--- src/rtl/led7_scan_driver.sv ---
// led7_scan_driver: multi-digit seven-segment scan driver.
// Time-multiplexes NUM_DIGITS hex nibbles onto one shared segment bus.
// Features: refresh prescaler, frame-boundary data update, leading-zero
// blanking and per-digit blinking.
module led7_scan_driver #(
    parameter int NUM_DIGITS   = 4,
    parameter int PRESCALE     = 1000,
    parameter int BLINK_FRAMES = 256
) (
    input  logic                    clk,
    input  logic                    rst,
    input  logic                    enable,
    input  logic                    load,
    input  logic [4*NUM_DIGITS-1:0] data_in,
    input  logic                    blank_lz,
    input  logic [NUM_DIGITS-1:0]   blink_mask,
    output logic [6:0]              led_out,
    output logic [NUM_DIGITS-1:0]   digit_sel,
    output logic                    frame_done
);

    localparam int PW = (PRESCALE > 1) ? $clog2(PRESCALE) : 1;
    localparam int IW = (NUM_DIGITS > 1) ? $clog2(NUM_DIGITS) : 1;
    localparam int BW = (BLINK_FRAMES > 1) ? $clog2(BLINK_FRAMES) : 1;
    localparam int DW = 4 * NUM_DIGITS;

    localparam logic [PW-1:0] PRESC_LAST = PW'(PRESCALE - 1);
    localparam logic [IW-1:0] IDX_LAST   = IW'(NUM_DIGITS - 1);
    localparam logic [BW-1:0] BLINK_LAST = BW'(BLINK_FRAMES - 1);

    // Segment pattern {g,f,e,d,c,b,a} for one hex nibble.
    function automatic logic [6:0] seg7(input logic [3:0] nib);
        logic [6:0] s;
        case (nib)
            4'h0:    s = 7'h3F;
            4'h1:    s = 7'h06;
            4'h2:    s = 7'h5B;
            4'h3:    s = 7'h4F;
            4'h4:    s = 7'h66;
            4'h5:    s = 7'h6D;
            4'h6:    s = 7'h7D;
            4'h7:    s = 7'h07;
            4'h8:    s = 7'h7F;
            4'h9:    s = 7'h6F;
            4'hA:    s = 7'h77;
            4'hB:    s = 7'h7C;
            4'hC:    s = 7'h39;
            4'hD:    s = 7'h5E;
            4'hE:    s = 7'h79;
            4'hF:    s = 7'h71;
            default: s = 7'h00;
        endcase
        return s;
    endfunction

    logic [PW-1:0]         presc_q, presc_d;
    logic [IW-1:0]         idx_q, idx_d;
    logic [DW-1:0]         active_q, active_d;
    logic [DW-1:0]         pending_q, pending_d;
    logic                  pending_valid_q, pending_valid_d;
    logic [BW-1:0]         blink_cnt_q, blink_cnt_d;
    logic                  blink_phase_q, blink_phase_d;
    logic [6:0]            led_q, led_d;
    logic [NUM_DIGITS-1:0] sel_q, sel_d;
    logic                  frame_done_q, frame_done_d;

    logic slot_end_s;
    logic wrap_s;

    // Slot end and frame wrap qualifiers, only meaningful while scanning.
    always_comb begin
        slot_end_s = enable && (presc_q == PRESC_LAST);
        wrap_s     = slot_end_s && (idx_q == IDX_LAST);
    end

    // Prescaler, digit index and blink timebase; all hold while disabled.
    always_comb begin
        presc_d       = presc_q;
        idx_d         = idx_q;
        blink_cnt_d   = blink_cnt_q;
        blink_phase_d = blink_phase_q;
        if (enable) begin
            if (slot_end_s) begin
                presc_d = '0;
                if (idx_q == IDX_LAST) begin
                    idx_d = '0;
                end else begin
                    idx_d = idx_q + IW'(1);
                end
            end else begin
                presc_d = presc_q + PW'(1);
            end
        end else begin
            presc_d = presc_q;
        end
        if (wrap_s) begin
            if (blink_cnt_q == BLINK_LAST) begin
                blink_cnt_d   = '0;
                blink_phase_d = ~blink_phase_q;
            end else begin
                blink_cnt_d = blink_cnt_q + BW'(1);
            end
        end else begin
            blink_cnt_d = blink_cnt_q;
        end
    end

    // Double-buffered data: the active word only changes on a frame wrap,
    // so one frame never mixes two loads; a load on the wrap goes direct.
    always_comb begin
        active_d        = active_q;
        pending_d       = pending_q;
        pending_valid_d = pending_valid_q;
        if (load && wrap_s) begin
            active_d        = data_in;
            pending_valid_d = 1'b0;
        end else if (load) begin
            pending_d       = data_in;
            pending_valid_d = 1'b1;
        end else if (wrap_s && pending_valid_q) begin
            active_d        = pending_q;
            pending_valid_d = 1'b0;
        end else begin
            pending_valid_d = pending_valid_q;
        end
    end

    // Output word for the digit currently indexed, with blanking applied.
    always_comb begin
        logic                  zero_acc;
        logic [NUM_DIGITS-1:0] upper_zero;
        logic [3:0]            nib;
        logic                  lz_hit;
        logic                  blink_hit;
        zero_acc  = 1'b1;
        upper_zero = '0;
        nib       = 4'h0;
        lz_hit    = 1'b0;
        blink_hit = 1'b0;
        sel_d     = '0;
        led_d     = 7'h00;
        // upper_zero[k]: nibbles k..NUM_DIGITS-1 are all zero
        for (int k = NUM_DIGITS - 1; k >= 0; k--) begin
            zero_acc      = zero_acc & (active_q[4*k +: 4] == 4'h0);
            upper_zero[k] = zero_acc;
        end
        for (int k = 0; k < NUM_DIGITS; k++) begin
            if (idx_q == IW'(k)) begin
                nib       = active_q[4*k +: 4];
                lz_hit    = (k != 0) && blank_lz && upper_zero[k];
                blink_hit = blink_mask[k] && blink_phase_q;
                sel_d[k]  = enable;
            end else begin
                sel_d[k] = 1'b0;
            end
        end
        if (enable && !(lz_hit || blink_hit)) begin
            led_d = seg7(nib);
        end else begin
            led_d = 7'h00;
        end
        frame_done_d = wrap_s;
    end

    // State and registered outputs.
    always_ff @(posedge clk or posedge rst) begin
        if (rst) begin
            presc_q         <= '0;
            idx_q           <= '0;
            active_q        <= '0;
            pending_q       <= '0;
            pending_valid_q <= 1'b0;
            blink_cnt_q     <= '0;
            blink_phase_q   <= 1'b0;
            led_q           <= 7'h00;
            sel_q           <= '0;
            frame_done_q    <= 1'b0;
        end else begin
            presc_q         <= presc_d;
            idx_q           <= idx_d;
            active_q        <= active_d;
            pending_q       <= pending_d;
            pending_valid_q <= pending_valid_d;
            blink_cnt_q     <= blink_cnt_d;
            blink_phase_q   <= blink_phase_d;
            led_q           <= led_d;
            sel_q           <= sel_d;
            frame_done_q    <= frame_done_d;
        end
    end

    assign led_out    = led_q;
    assign digit_sel  = sel_q;
    assign frame_done = frame_done_q;

endmodule

--- config.mk ---
export PLATFORM = sky130hd
export DESIGN_NAME = led7_scan_driver
export DESIGN_NICKNAME = d
export VERILOG_FILES = /design/src/rtl/led7_scan_driver.sv
export SDC_FILE = /design/constraint.sdc
export NUM_CORES = 1
export LEC_CHECK = 0
export BUFFER_PORTS_ARGS = -buffer_cell sky130_fd_sc_hd__buf_2
export CORE_ASPECT_RATIO = 0.75
export CORE_MARGIN = 10
export CORE_UTILIZATION = 58
export CTS_CLUSTER_SIZE = 30
export DETAILED_ROUTE_END_ITERATION = 6
export PLACE_DENSITY = 0.79
export SYNTH_ARGS = -nofsm -noshare
export SYNTH_HDL_FRONTEND = slang
export SYNTH_SLANG_ARGS = --single-unit
--- constraint.sdc ---
create_clock -name clk -period 2.5 [get_ports clk]
set_input_delay 0 -clock clk [delete_from_list [all_inputs] [get_ports clk]]
set_output_delay 0 -clock clk [all_outputs]
set_load 0.005 [all_outputs]
==> impl_metrics.toml <==
[placement]
hpwl_mm = 4.93
place_area_mm2 = 0.00358
place_congestion = 0.882
placement.io_buffers = 36

[sta]
slew_viol_final = 0
period_share_pct = 92.1
post-route-min-period_ns = 2.30
max_freq_mhz = 434
fin_setup_tns_ns = 0
fin_skew_ns = 0.00801
rsz0062_at_grt = "no"
tightest_slew_ns = 0.619
hold_viol = 0
slew_headroom_pct = 58.5
setup_viol = 0

[clocking]
clk_pin_slew_ns = 0.06
clkLatencyLatePin_ns = 0.34
root_buffer = "clkbuf_8"
cts_made_buffers = 9
cts_tree = "yes"
ctsHtreeMaxLevel = 3
cts_sinks = 66
clock_path_buffers = 2

[flow_run]
maxCapViolations = 0

[synth]
ys_ff_latch = 66
synth.top_cell.area_share_pct = 49.3
synth_cells = 296
synthArstFlopShare_pct = 100
postSynthAreaPerCell_um2 = 11.3
ys_warn_count = 0
ys_seq_area_share_pct = 49.3
syn-num-nets = 333
synth_edf_count = 0
synthesis.area_mm2 = 0.00335
yosysTopAreaCell = "dfrtp_1"
synth.distinct_cells = 49
synth_area_leaders = "dfrtp_1, a2bb2oi_2, ha_1"
ys.flop_type = "dfrtp_1"

[worst_setup_path]
critPathLaunchType = "flip-flop"
cp_max_fo = 12
cp.arrival_ns = 2.49
crit_required_ns = 2.69
crit_type = "flip-flop to flip-flop"
crit_path_end_kind = "flip-flop"

[finish]
nNetsFinal = 390
drive_above_1_share_pct = 24.4
diodes = 0
syn2layout_area_growth_pct = 18.5
design_area_mm2 = 0.00397

[grt]
grt_pass1_vias = 2459
antenna_found_initial = 0
track_usage_pct = 15.9
grt_pass1_wl_mm = 11.9
grt_max_degree = 28
overflow = 0

[detailed_routing]
first_iter_violations = 114
ant_nets = 0
finalWirelength_mm = 6.73
wl_per_cell_um = 15.6
viasPerCell = 5.62
vias = 2427
first_pass_iters = 4
drcViolationCount = 0

[hold_path]
hold_path_class = "primary input to flip-flop"

[die]
core_area_mm2 = 0.00547
dieWidth_um = 108
fp.dieH_um = 85.8
start_util_pct = 61.2
row_count = 23
dieArea_mm2 = 0.00924
ioPinCount = 37

[power_and_ir_drop]
power.switching_mw = 0.571
ir_drop_mv = 0.494
p_int_mw = 1.82
p_per_area_mw_per_mm2 = 602
p_leak_nw = 1.78
clkPwrFrac_pct = 37.8
p_seq_share_pct = 51.4
swShare_pct = 23.9
combPwrFrac_pct = 10.8

[run_status]
status = "finished clean"
## through the flow
| step | instances | util, % | worst slack (ns) | total power, mW | hold slack (ns) |
|---|---|---|---|---|---|
| 2_1_floorplan | 296 | - | 0.394 | 1.42 | 0.132 |
| 6_report | 432 | 72.5 | 0.197 | 2.39 | 0.0282 |
| 5_1_grt | 432 | 72.5 | 0.0177 | 2.52 | 0.0249 |
| 3_3_place_gp | 400 | 65.6 | 0.344 | 1.47 | 0.0791 |
| 3_5_place_dp | 400 | 65.6 | 0.202 | 1.49 | 0.0854 |
| 4_1_cts | 432 | 72.4 | 0.138 | 2.41 | 0.0132 |
## worst paths after layout
path                                start               to  slack, ns  depth (start not counted)
min                                  load  pending_valid_q       0.03                          3
max                              idx_q[0]       led_out[6]       0.20                          9
min reg2reg                blink_cnt_q[6]   blink_cnt_q[6]       0.48                          1
max reg2reg                      idx_q[0]       led_out[6]       0.20                          9
max in group asynchronous             rst       presc_q[7]       1.55                          4
min in group asynchronous             rst     active_q[14]       0.27                          3
## area by class of cell
cell class,instances,area (µm²)
Inverter,9,33.8
Sequential cell,66,1650
Multi-Input combinational cell,205,1570
Clock buffer,13,169
Clock inverter,2,35.0
Fill cell,388,1500
Tap cell,75,93.8
Timing Repair Buffer,62,418
## cells in the mapped netlist, drive strengths merged (5+ instances only)
cell,count
buf,12
ha,12
a2bb2oi,16
and2,7
nor2,20
xnor2,10
nand3b,5
nand2,21
mux2,18
nand4,5
nand3,8
inv,8
a211oi,11
o22ai,18
a21oi,6
dfrtp,66
o21ai,7
## what timing repair did
| action | CTS | global route |
|---|---|---|
| endpoints found under the setup margin | 0 | 3 |
| hold buffers | 17 | 0 |
| gates resized for setup | 0 | 3 |
| setup buffers | 0 | 0 |
| endpoints found under the hold margin | 48 | 0 |
## logic make-up (layout without fill, tap and decap cells)
family | count (synthesis) | count (layout) | synth area share, %
fa+ha+maj | 12 | 12 | 4.48
flops | 66 | 66 | 49.3
xor+xnor | 12 | 12 | 3.14
simple gates | 92 | 92 | 15.8
buf+inv | 25 | 86 | 4.15
compound gates | 71 | 71 | 17.1
mux | 18 | 18 | 6.05
## routing by layer
layer  GRT usage (%)  share of wire (%)
met3            6.65                6.4
met5               0                  0
met1            21.6                 50
met2            22.9                 44
met4            4.00               0.31
## placed cells by master (no fill, tap or decap), types with 9 or more instances in the layout
cell           count
a211oi_1          11
a2bb2oi_2         10
buf_2             36
buf_4              9
clkbuf_8          12
dfrtp_1           66
dlygate4sd3_1     17
ha_1               9
mux2_1            10
nand2_1           19
nor2_1            19
o22ai_1           18
xnor2_1           10
## critical path, cell delays in order, from the launching register on
cell and delay [ns]:
dfrtp_1 0.42, inv_1 0.12, ha_2 0.29, a211oi_1 0.08, a221o_1 0.44, inv_1 0.14
ha_1 0.19, nor2_1 0.08, a211oi_1 0.31, a211oi_1 0.09
## sequential cells by signal, summed over array words and instances, names as in the netlist
register	count
active_q	16
blink_cnt_q	8
blink_phase_q	1
digit_sel	4
frame_done	1
idx_q	2
led_out	7
pending_q	16
pending_valid_q	1
presc_q	10
## power by group through the flow
stage / Sequential [mW] / Clock [mW] / Combinational [mW]
final: 1.23 / 0.902 / 0.258
after global routing: 1.24 / 0.982 / 0.300
after CTS: 1.23 / 0.926 / 0.262
after detailed placement: 1.25 / 0 / 0.240
after global placement: 1.24 / 0 / 0.230
after floorplan: 1.22 / 0 / 0.201
Note: power is estimated with default switching activity, not from simulation.
